===== src/rtl/fetch_unit_if.sv =====
`default_nettype none
// ============================================================================
// Module   : fetch_unit_if
// Brief    : Decode-control and instruction-memory signals of the fetch stage.
// Revision : 1.0  initial release
// ============================================================================
interface fetch_unit_if #(
  parameter int XLEN = 32
);
  logic            stallD;
  logic [1:0]      pc_selD;
  logic [XLEN-1:0] branch_tgtD;
  logic [XLEN-1:0] jalr_tgtD;
  logic            imem_req;
  logic [XLEN-1:0] imem_addr;
  logic            imem_rvalid;
  logic [XLEN-1:0] imem_rdata;
  logic [XLEN-1:0] pc_plus4F;
  logic [XLEN-1:0] instrF;
  logic            validF;

  modport master (
    input  stallD, pc_selD, branch_tgtD, jalr_tgtD, imem_rvalid, imem_rdata,
    output imem_req, imem_addr, pc_plus4F, instrF, validF
  );

  modport slave (
    output stallD, pc_selD, branch_tgtD, jalr_tgtD, imem_rvalid, imem_rdata,
    input  imem_req, imem_addr, pc_plus4F, instrF, validF
  );
endinterface
`default_nettype wire


===== src/rtl/fetch_unit.sv =====
`default_nettype none
// ============================================================================
// Module   : fetch_unit
// Brief    : Single-outstanding-request instruction fetch stage with stall
//            and branch/jalr redirect.
// Revision : 1.0  initial release
// ============================================================================
module fetch_unit #(
  parameter int              XLEN      = 32,
  parameter logic [XLEN-1:0] RESET_PC  = 32'h0000_2000,
  parameter logic [XLEN-1:0] NOP_INSTR = 32'h0000_0013
) (
  input  logic          clk,
  input  logic          rst,
  fetch_unit_if.master  bus
);

  typedef enum logic [1:0] {
    S_IDLE  = 2'd0,
    S_REQ   = 2'd1,
    S_WAIT  = 2'd2,
    S_VALID = 2'd3
  } state_t;

  localparam logic [XLEN-1:0] c_PC_INC     = XLEN'(4);
  localparam logic [XLEN-1:0] c_ALIGN_MASK = ~(XLEN'(3));

  state_t          r_state;
  state_t          w_state_nxt;
  logic [XLEN-1:0] r_pc;
  logic [XLEN-1:0] r_buf;
  logic [XLEN-1:0] w_pc_nxt;
  logic [XLEN-1:0] w_pc_plus4;
  logic            w_valid;
  logic            w_capture;
  logic            w_advance;

  assign w_pc_plus4 = r_pc + c_PC_INC;
  assign w_valid    = (r_state == S_VALID);
  assign w_capture  = (r_state == S_WAIT) && bus.imem_rvalid;
  assign w_advance  = w_valid && !bus.stallD;

  // Selector 11 is reserved and falls back to sequential fetch.
  always_comb begin
    w_pc_nxt = w_pc_plus4;
    case (bus.pc_selD)
      2'b01:   w_pc_nxt = bus.branch_tgtD & c_ALIGN_MASK;
      2'b10:   w_pc_nxt = bus.jalr_tgtD & c_ALIGN_MASK;
      default: w_pc_nxt = w_pc_plus4;
    endcase
  end

  always_comb begin
    w_state_nxt = r_state;
    case (r_state)
      S_IDLE:  w_state_nxt = S_REQ;
      S_REQ:   w_state_nxt = S_WAIT;
      S_WAIT:  if (bus.imem_rvalid) w_state_nxt = S_VALID;
      S_VALID: if (!bus.stallD)     w_state_nxt = S_REQ;
      default: w_state_nxt = S_IDLE;
    endcase
  end

  always_ff @(posedge clk or posedge rst) begin
    if (rst) begin
      r_state <= S_IDLE;
      r_pc    <= RESET_PC;
      r_buf   <= NOP_INSTR;
    end else begin
      r_state <= w_state_nxt;
      if (w_capture) r_buf <= bus.imem_rdata;
      if (w_advance) r_pc  <= w_pc_nxt;
    end
  end

  // Outputs depend only on state and registers, never on decode-side inputs.
  assign bus.imem_req  = (r_state == S_REQ);
  assign bus.imem_addr = r_pc;
  assign bus.validF    = w_valid;
  assign bus.instrF    = w_valid ? r_buf : NOP_INSTR;
  assign bus.pc_plus4F = w_valid ? w_pc_plus4 : '0;

endmodule
`default_nettype wire

===== src/flat_wrapper.sv =====
// flat-port wrapper written by rule: the top's interface ports become plain ports
module fetch_unit_flat 
#(
  parameter int              XLEN      = 32,
  parameter logic [XLEN-1:0] RESET_PC  = 32'h0000_2000,
  parameter logic [XLEN-1:0] NOP_INSTR = 32'h0000_0013
)
  (clk, rst, bus_stallD, bus_pc_selD, bus_branch_tgtD, bus_jalr_tgtD, bus_imem_rvalid, bus_imem_rdata, bus_imem_req, bus_imem_addr, bus_pc_plus4F, bus_instrF, bus_validF);
  fetch_unit_if #(.XLEN(XLEN)) bus_i ();
  input  logic clk;
  input  logic rst;
  input wire logic [$bits(bus_i.stallD)-1:0] bus_stallD;
  input wire logic [$bits(bus_i.pc_selD)-1:0] bus_pc_selD;
  input wire logic [$bits(bus_i.branch_tgtD)-1:0] bus_branch_tgtD;
  input wire logic [$bits(bus_i.jalr_tgtD)-1:0] bus_jalr_tgtD;
  input wire logic [$bits(bus_i.imem_rvalid)-1:0] bus_imem_rvalid;
  input wire logic [$bits(bus_i.imem_rdata)-1:0] bus_imem_rdata;
  output wire logic [$bits(bus_i.imem_req)-1:0] bus_imem_req;
  output wire logic [$bits(bus_i.imem_addr)-1:0] bus_imem_addr;
  output wire logic [$bits(bus_i.pc_plus4F)-1:0] bus_pc_plus4F;
  output wire logic [$bits(bus_i.instrF)-1:0] bus_instrF;
  output wire logic [$bits(bus_i.validF)-1:0] bus_validF;
  assign bus_i.stallD = bus_stallD;
  assign bus_i.pc_selD = bus_pc_selD;
  assign bus_i.branch_tgtD = bus_branch_tgtD;
  assign bus_i.jalr_tgtD = bus_jalr_tgtD;
  assign bus_i.imem_rvalid = bus_imem_rvalid;
  assign bus_i.imem_rdata = bus_imem_rdata;
  assign bus_imem_req = bus_i.imem_req;
  assign bus_imem_addr = bus_i.imem_addr;
  assign bus_pc_plus4F = bus_i.pc_plus4F;
  assign bus_instrF = bus_i.instrF;
  assign bus_validF = bus_i.validF;
  fetch_unit #(.XLEN(XLEN), .RESET_PC(RESET_PC), .NOP_INSTR(NOP_INSTR)) u_core (.clk(clk), .rst(rst), .bus(bus_i));
endmodule

===== config.mk =====
export PLATFORM = sky130hd
export DESIGN_NAME = fetch_unit_flat
export DESIGN_NICKNAME = d
export VERILOG_FILES = /design/src/rtl/fetch_unit_if.sv /design/src/rtl/fetch_unit.sv /design/src/flat_wrapper.sv
export SDC_FILE = /design/constraint.sdc
export NUM_CORES = 1
export LEC_CHECK = 0
export BUFFER_PORTS_ARGS = -buffer_cell sky130_fd_sc_hd__buf_2
export CAP_MARGIN = 30
export CORE_UTILIZATION = 44
export CTS_CLUSTER_SIZE = 14
export DETAILED_ROUTE_END_ITERATION = 8
export PLACE_DENSITY_LB_ADDON = 0.25
export SETUP_SLACK_MARGIN = 0.5
export SLEW_MARGIN = 20
export SYNTH_ARGS = -nofsm -noshare
export SYNTH_HDL_FRONTEND = slang
export SYNTH_SLANG_ARGS = --single-unit

===== constraint.sdc =====
create_clock -name clk -period 2 [get_ports clk]
set_clock_uncertainty 0.05 [all_clocks]
set_input_delay 0.2 -clock clk [delete_from_list [all_inputs] [get_ports clk]]
set_output_delay 0.2 -clock clk [all_outputs]
set_load 0.01 [all_outputs]

## After elaboration in Yosys (flattened, before gate mapping)

Cells that the tools add are included.
W data, S select, Z words.

| storage, ports and cells | value |
|---|---|
| bits in registers | 66 |
| bits in latches | 0 |
| bits in writable memories | 0 |
| memory bits (read-only) | 0 |
| bits of input ports | 102 |
| logic and storage cells | 22 |
| memories kept | 0 |

| operators by class | value |
|---|---|
| $add $sub $neg | 1 |
| multipliers | 0 |
| divide/modulo/power cells | 0 |
| order comparisons | 0 |
| equal/unequal tests | 7 |
| shift operators | 0 |
| multiplexer cells | 6 |
| bitwise logic cells | 0 |
| reductions and logical operators | 5 |

Operator list:

| kind | count |
|---|---|
| $mux W32 | 2 |
| $pmux W32 S2 | 1 |
| $add A32 B3 Y32 const B | 1 |
| $pmux W2 S4 | 1 |
| $eq A2 B2 Y1 const B | 3 |
| $eq A2 B1 Y1 const B | 2 |
| $mux W2 | 2 |
| $ne A2 B2 Y1 const B | 2 |
| $logic_and A1 B1 Y1 | 2 |
| $logic_not A2 Y1 | 1 |
| $reduce_and A2 Y1 | 1 |
| $logic_not A1 Y1 | 1 |

## Logic depth before layout (Yosys ltp)

| depth | value |
|---|---|
| word-level depth | 3 |
| depth in mapped cells | 9 |

## Least setup slack after synthesis

Ideal clock, no wire load.

| path | value |
|---|---|
| path kind | reg2out |
| from | reg u_core.r_pc[2], in the netlist u_core.bus.imem_addr[2] |
| to | out bus_pc_plus4F[30] |
| arrival | 2,172 ps |
| required time | 1,750 ps |
| path slack | -422 ps |
| cell stages (with the launch flop) | 6 |
| buffers on the path | 0 |
| path through | dfrtp_1 -> ha_1 -> nand3_1 -> or4_4 -> or4_1 -> a21oi_1 |

| between the ends | value |
|---|---|
| cells in the longest elaborated chain, start to end | 2 |

RTL lines:

| item | line | RTL |
|---|---|---|
| start: declaration | fetch_unit.sv:30 | `logic [XLEN-1:0] r_pc;` |
| start signal: assignment | fetch_unit.sv:72 | `if (w_advance) r_pc <= w_pc_nxt;` |
| $add A32 B3 Y32 | fetch_unit.sv:38 | `assign w_pc_plus4 = r_pc + c_PC_INC;` |
| $mux W32 | fetch_unit.sv:81 | `assign bus.pc_plus4F = w_valid ? w_pc_plus4 : '0;` |
| end: declaration | flat_wrapper.sv:20 | `output wire logic [$bits(bus_i.pc_plus4F)-1:0] bus_pc_plus4F;` |

No other way between the ends.

## Final worst setup path

| path | value |
|---|---|
| from | reg u_core.r_pc[12], in the netlist u_core.bus.imem_addr[12] |
| to | out bus_pc_plus4F[30] |

The elaborated chain is that of the path after synthesis.

==> impl_metrics.tcl <==
set metrics [dict create \
    status "finished with violations" \
    violations "design-rule violations, negative setup slack" \
    p_per_area_mw_per_mm2 1510 \
    period_share 1.30 \
    netlist-cell-type-count 55 \
    ios 200 \
    gr-total-overflow 0 \
    dp.cells 873 \
    ctsHtreeMaxLevel 3 \
    cp_data_required_time_ns 1.75 \
    cp_max_fo 5 \
    vdd_drop_max_v 0.00123 \
    fin_nets 944 \
    finalPower_mw 13.2 \
    drive_above_1_share 0.662 \
    viasPerCell 6.52 \
    maxCapViolations 0 \
    wl_per_cell_um 25.6 \
    cp-end-kind "output port" \
    finalSetupViolCount 40 \
    netlist_area_mm2 0.00457 \
    fin_crit_ns 2.59 \
    cts-root-buf "clkbuf_8" \
    p_leak_nw 4.11 \
    dr.pass1.iters 9 \
    insertion_delay_ns 0.37 \
    die_area_mm2 0.0108 \
    cts_tree "done" \
    finalHoldViolations 0 \
    drt_iter0_markers 883 \
    start_util 0.461 \
    startpoint_type "register" \
    syn_to_final_growth_pct 91.2 \
    antenna_cells 0 \
    rows 36 \
    fmax_mhz 386 \
    drt.antenna.violating_nets 0 \
    synth_ff_type "dfrtp_1" \
    tightest_slew_ns 0.663 \
    vias 6345 \
    place_ws_ns -0.0914 \
    antenna_found_initial 1 \
    drc 2 \
    fin_hold_ws_ns 0.0184 \
    grt_max_degree 35 \
    die_width_um 104 \
    clk_path_buf_depth 2 \
    finalMaxSlewViolations 0 \
    worstPathArrival_ns 2.34 \
    ys_ff_latch 64 \
    routed_wl_um 24900 \
    fill_cells 420 \
    grt_usage 0.363 \
    postSynthAreaPerCell_um2 8.67 \
    hold_path_class "in -> reg" \
    slew_headroom 0.558 \
    netlist_instances 527 \
    synthArstFlopShare 1.00 \
    clk_pin_slew_worst_paths_ns 0.08 \
    core_area_mm2 0.00991 \
    ys_warn_count 0 \
    die_y_um 104 \
    grt_pass1_wl_um 30900 \
    gp_congestion 0.903 \
    path_class "reg -> out" \
    grt_pass1_vias 5830 \
    setup_slack_ns -0.590 \
    clock-sinks 64 \
    synth.yosys.seq_area_share 0.352 \
    final_cells 973 \
    dp_hpwl_um 11000 \
    cts_buffers 9 \
    rsz0062_at_grt "true" \
    synth_edf_count 0 \
    port_buffers 191 \
]
-- registers in the layout (all words and copies together), names as in the netlist --
| register | cells |
|---|---|
| u_core.r_state | 2 |
| u_core.bus.imem_addr | 30 |
| u_core.r_buf | 32 |
-- metal layers --
| metal | share of wire | global-route usage | wire, µm |
|---|---|---|---|
| met1 | 0.33 | 0.411 | 8130 |
| met2 | 0.47 | 0.638 | 11700 |
| met3 | 0.13 | 0.103 | 3230 |
| met4 | 0.075 | 0.157 | 1860 |
| met5 | 0.00040 | 0 | 10 |
-- path summary, 6_finish.rpt --
path                                           from                        to  slack (ns)  depth (start not counted)
max in group asynchronous                       rst  u_core.bus.imem_addr[13]        0.92                          4
min in group asynchronous                       rst  u_core.bus.imem_addr[18]        0.35                          3
min reg2reg                        u_core.r_buf[31]          u_core.r_buf[31]        0.47                          1
max reg2reg                u_core.bus.imem_addr[12]  u_core.bus.imem_addr[30]       -0.30                          7
min                              bus_imem_rdata[11]          u_core.r_buf[11]        0.02                          2
max                        u_core.bus.imem_addr[12]         bus_pc_plus4F[30]       -0.59                          5
-- power by group --
group / internal (mW) / switching, mW / total, mW
Clock: 0.608 / 0.589 / 1.20
Combinational: 4.91 / 4.29 / 9.19
Sequential: 1.99 / 0.831 / 2.82
-- cells in the final DEF (no fill, tap or decap), drive strengths merged, types with 8 or more instances in the layout --
| cell type | count |
|---|---|
| a21oi | 31 |
| or4 | 13 |
| inv | 10 |
| nor2 | 29 |
| xnor2 | 8 |
| o21ai | 29 |
| clkbuf | 12 |
| buf | 353 |
| a221oi | 18 |
| nand4 | 17 |
| dfrtp | 60 |
| nor3 | 10 |
| and2 | 31 |
| nand3 | 25 |
| nand2 | 33 |
| mux2 | 32 |
| nor4 | 9 |
| or3 | 11 |
-- through the flow --
step | utilization | setup TNS [ns] | area (µm²)
after global routing | 0.881 | -14.55 | 8730
after global placement | 0.640 | -0.219 | 6340
after floorplan | - | -0.134 | 4990
after detailed placement | 0.640 | -0.341 | 6340
final | 0.881 | -12.38 | 8730
after CTS | 0.798 | -7.21 | 7910
-- layout make-up --
class | instances | area [µm²] | share of cell area
multi-input cells | 394 | 3610 | 0.413
repair buffers | 355 | 3080 | 0.353
flip-flops and latches | 64 | 1620 | 0.185
well taps | 133 | 166 | 0.0191
clock buffers | 11 | 141 | 0.0162
inverters | 11 | 60.1 | 0.00688
clock inverters | 5 | 57.6 | 0.00659
-- kinds of logic after synthesis --
group,after synthesis,share of synthesized area
AOI/OAI and AO/OA,134,0.199
muxes,35,0.0855
xor gates and xnor gates,13,0.0249
adders and majority gates,7,0.0192
buffers and inverters,72,0.0696
and+or+nand+nor,201,0.249
DFF,64,0.352
other,1,0.000821
-- Yosys cell counts (all sizes together) (3+ instances only) --
library cell | count | area share
mux2 | 32 | 0.079
nand3 | 25 | 0.030
o22a | 6 | 0.012
and2 | 31 | 0.042
o21a | 4 | 0.0066
and4 | 5 | 0.0096
a22oi | 4 | 0.0066
a221oi | 18 | 0.035
ha | 7 | 0.019
a31oi | 5 | 0.0068
a21oi | 31 | 0.034
nor2 | 29 | 0.024
buf | 25 | 0.030
a211oi | 3 | 0.0049
a22o | 6 | 0.012
o22ai | 7 | 0.0096
or4 | 13 | 0.022
nor3 | 10 | 0.011
or3 | 11 | 0.015
o311a | 3 | 0.0068
and3 | 7 | 0.0099
o31ai | 5 | 0.0082
xor2 | 5 | 0.0096
o21ai | 29 | 0.032
mux2i | 3 | 0.0066
clkbuf | 36 | 0.030
inv | 11 | 0.0090
nand2 | 33 | 0.027
a221o | 5 | 0.011
dfrtp | 60 | 0.33
nor3b | 4 | 0.0066
nor4 | 9 | 0.012
nand4 | 17 | 0.029
dfstp | 4 | 0.023
nand2b | 4 | 0.0055
xnor2 | 8 | 0.015
-- what timing repair did --
| action | in CTS | in global routing |
|---|---|---|
| buffers inserted | 36 | 35 |
| gates cloned | 11 | 1 |
| setup endpoints to repair | 126 | 125 |
| pin swaps | 44 | 50 |
| gates resized for setup | 176 | 117 |
| hold endpoints to repair | 16 | 0 |
| hold buffers | 1 | 0 |
-- worst max-delay path, cell delays in order, from the launching register on --
cell and delay [ns]:
dfrtp_1 0.60, nand3_2 0.16, or4_4 0.51, or4_4 0.44, a21oi_4 0.15, buf_6 0.12
(Power assumes the default switching activity.)
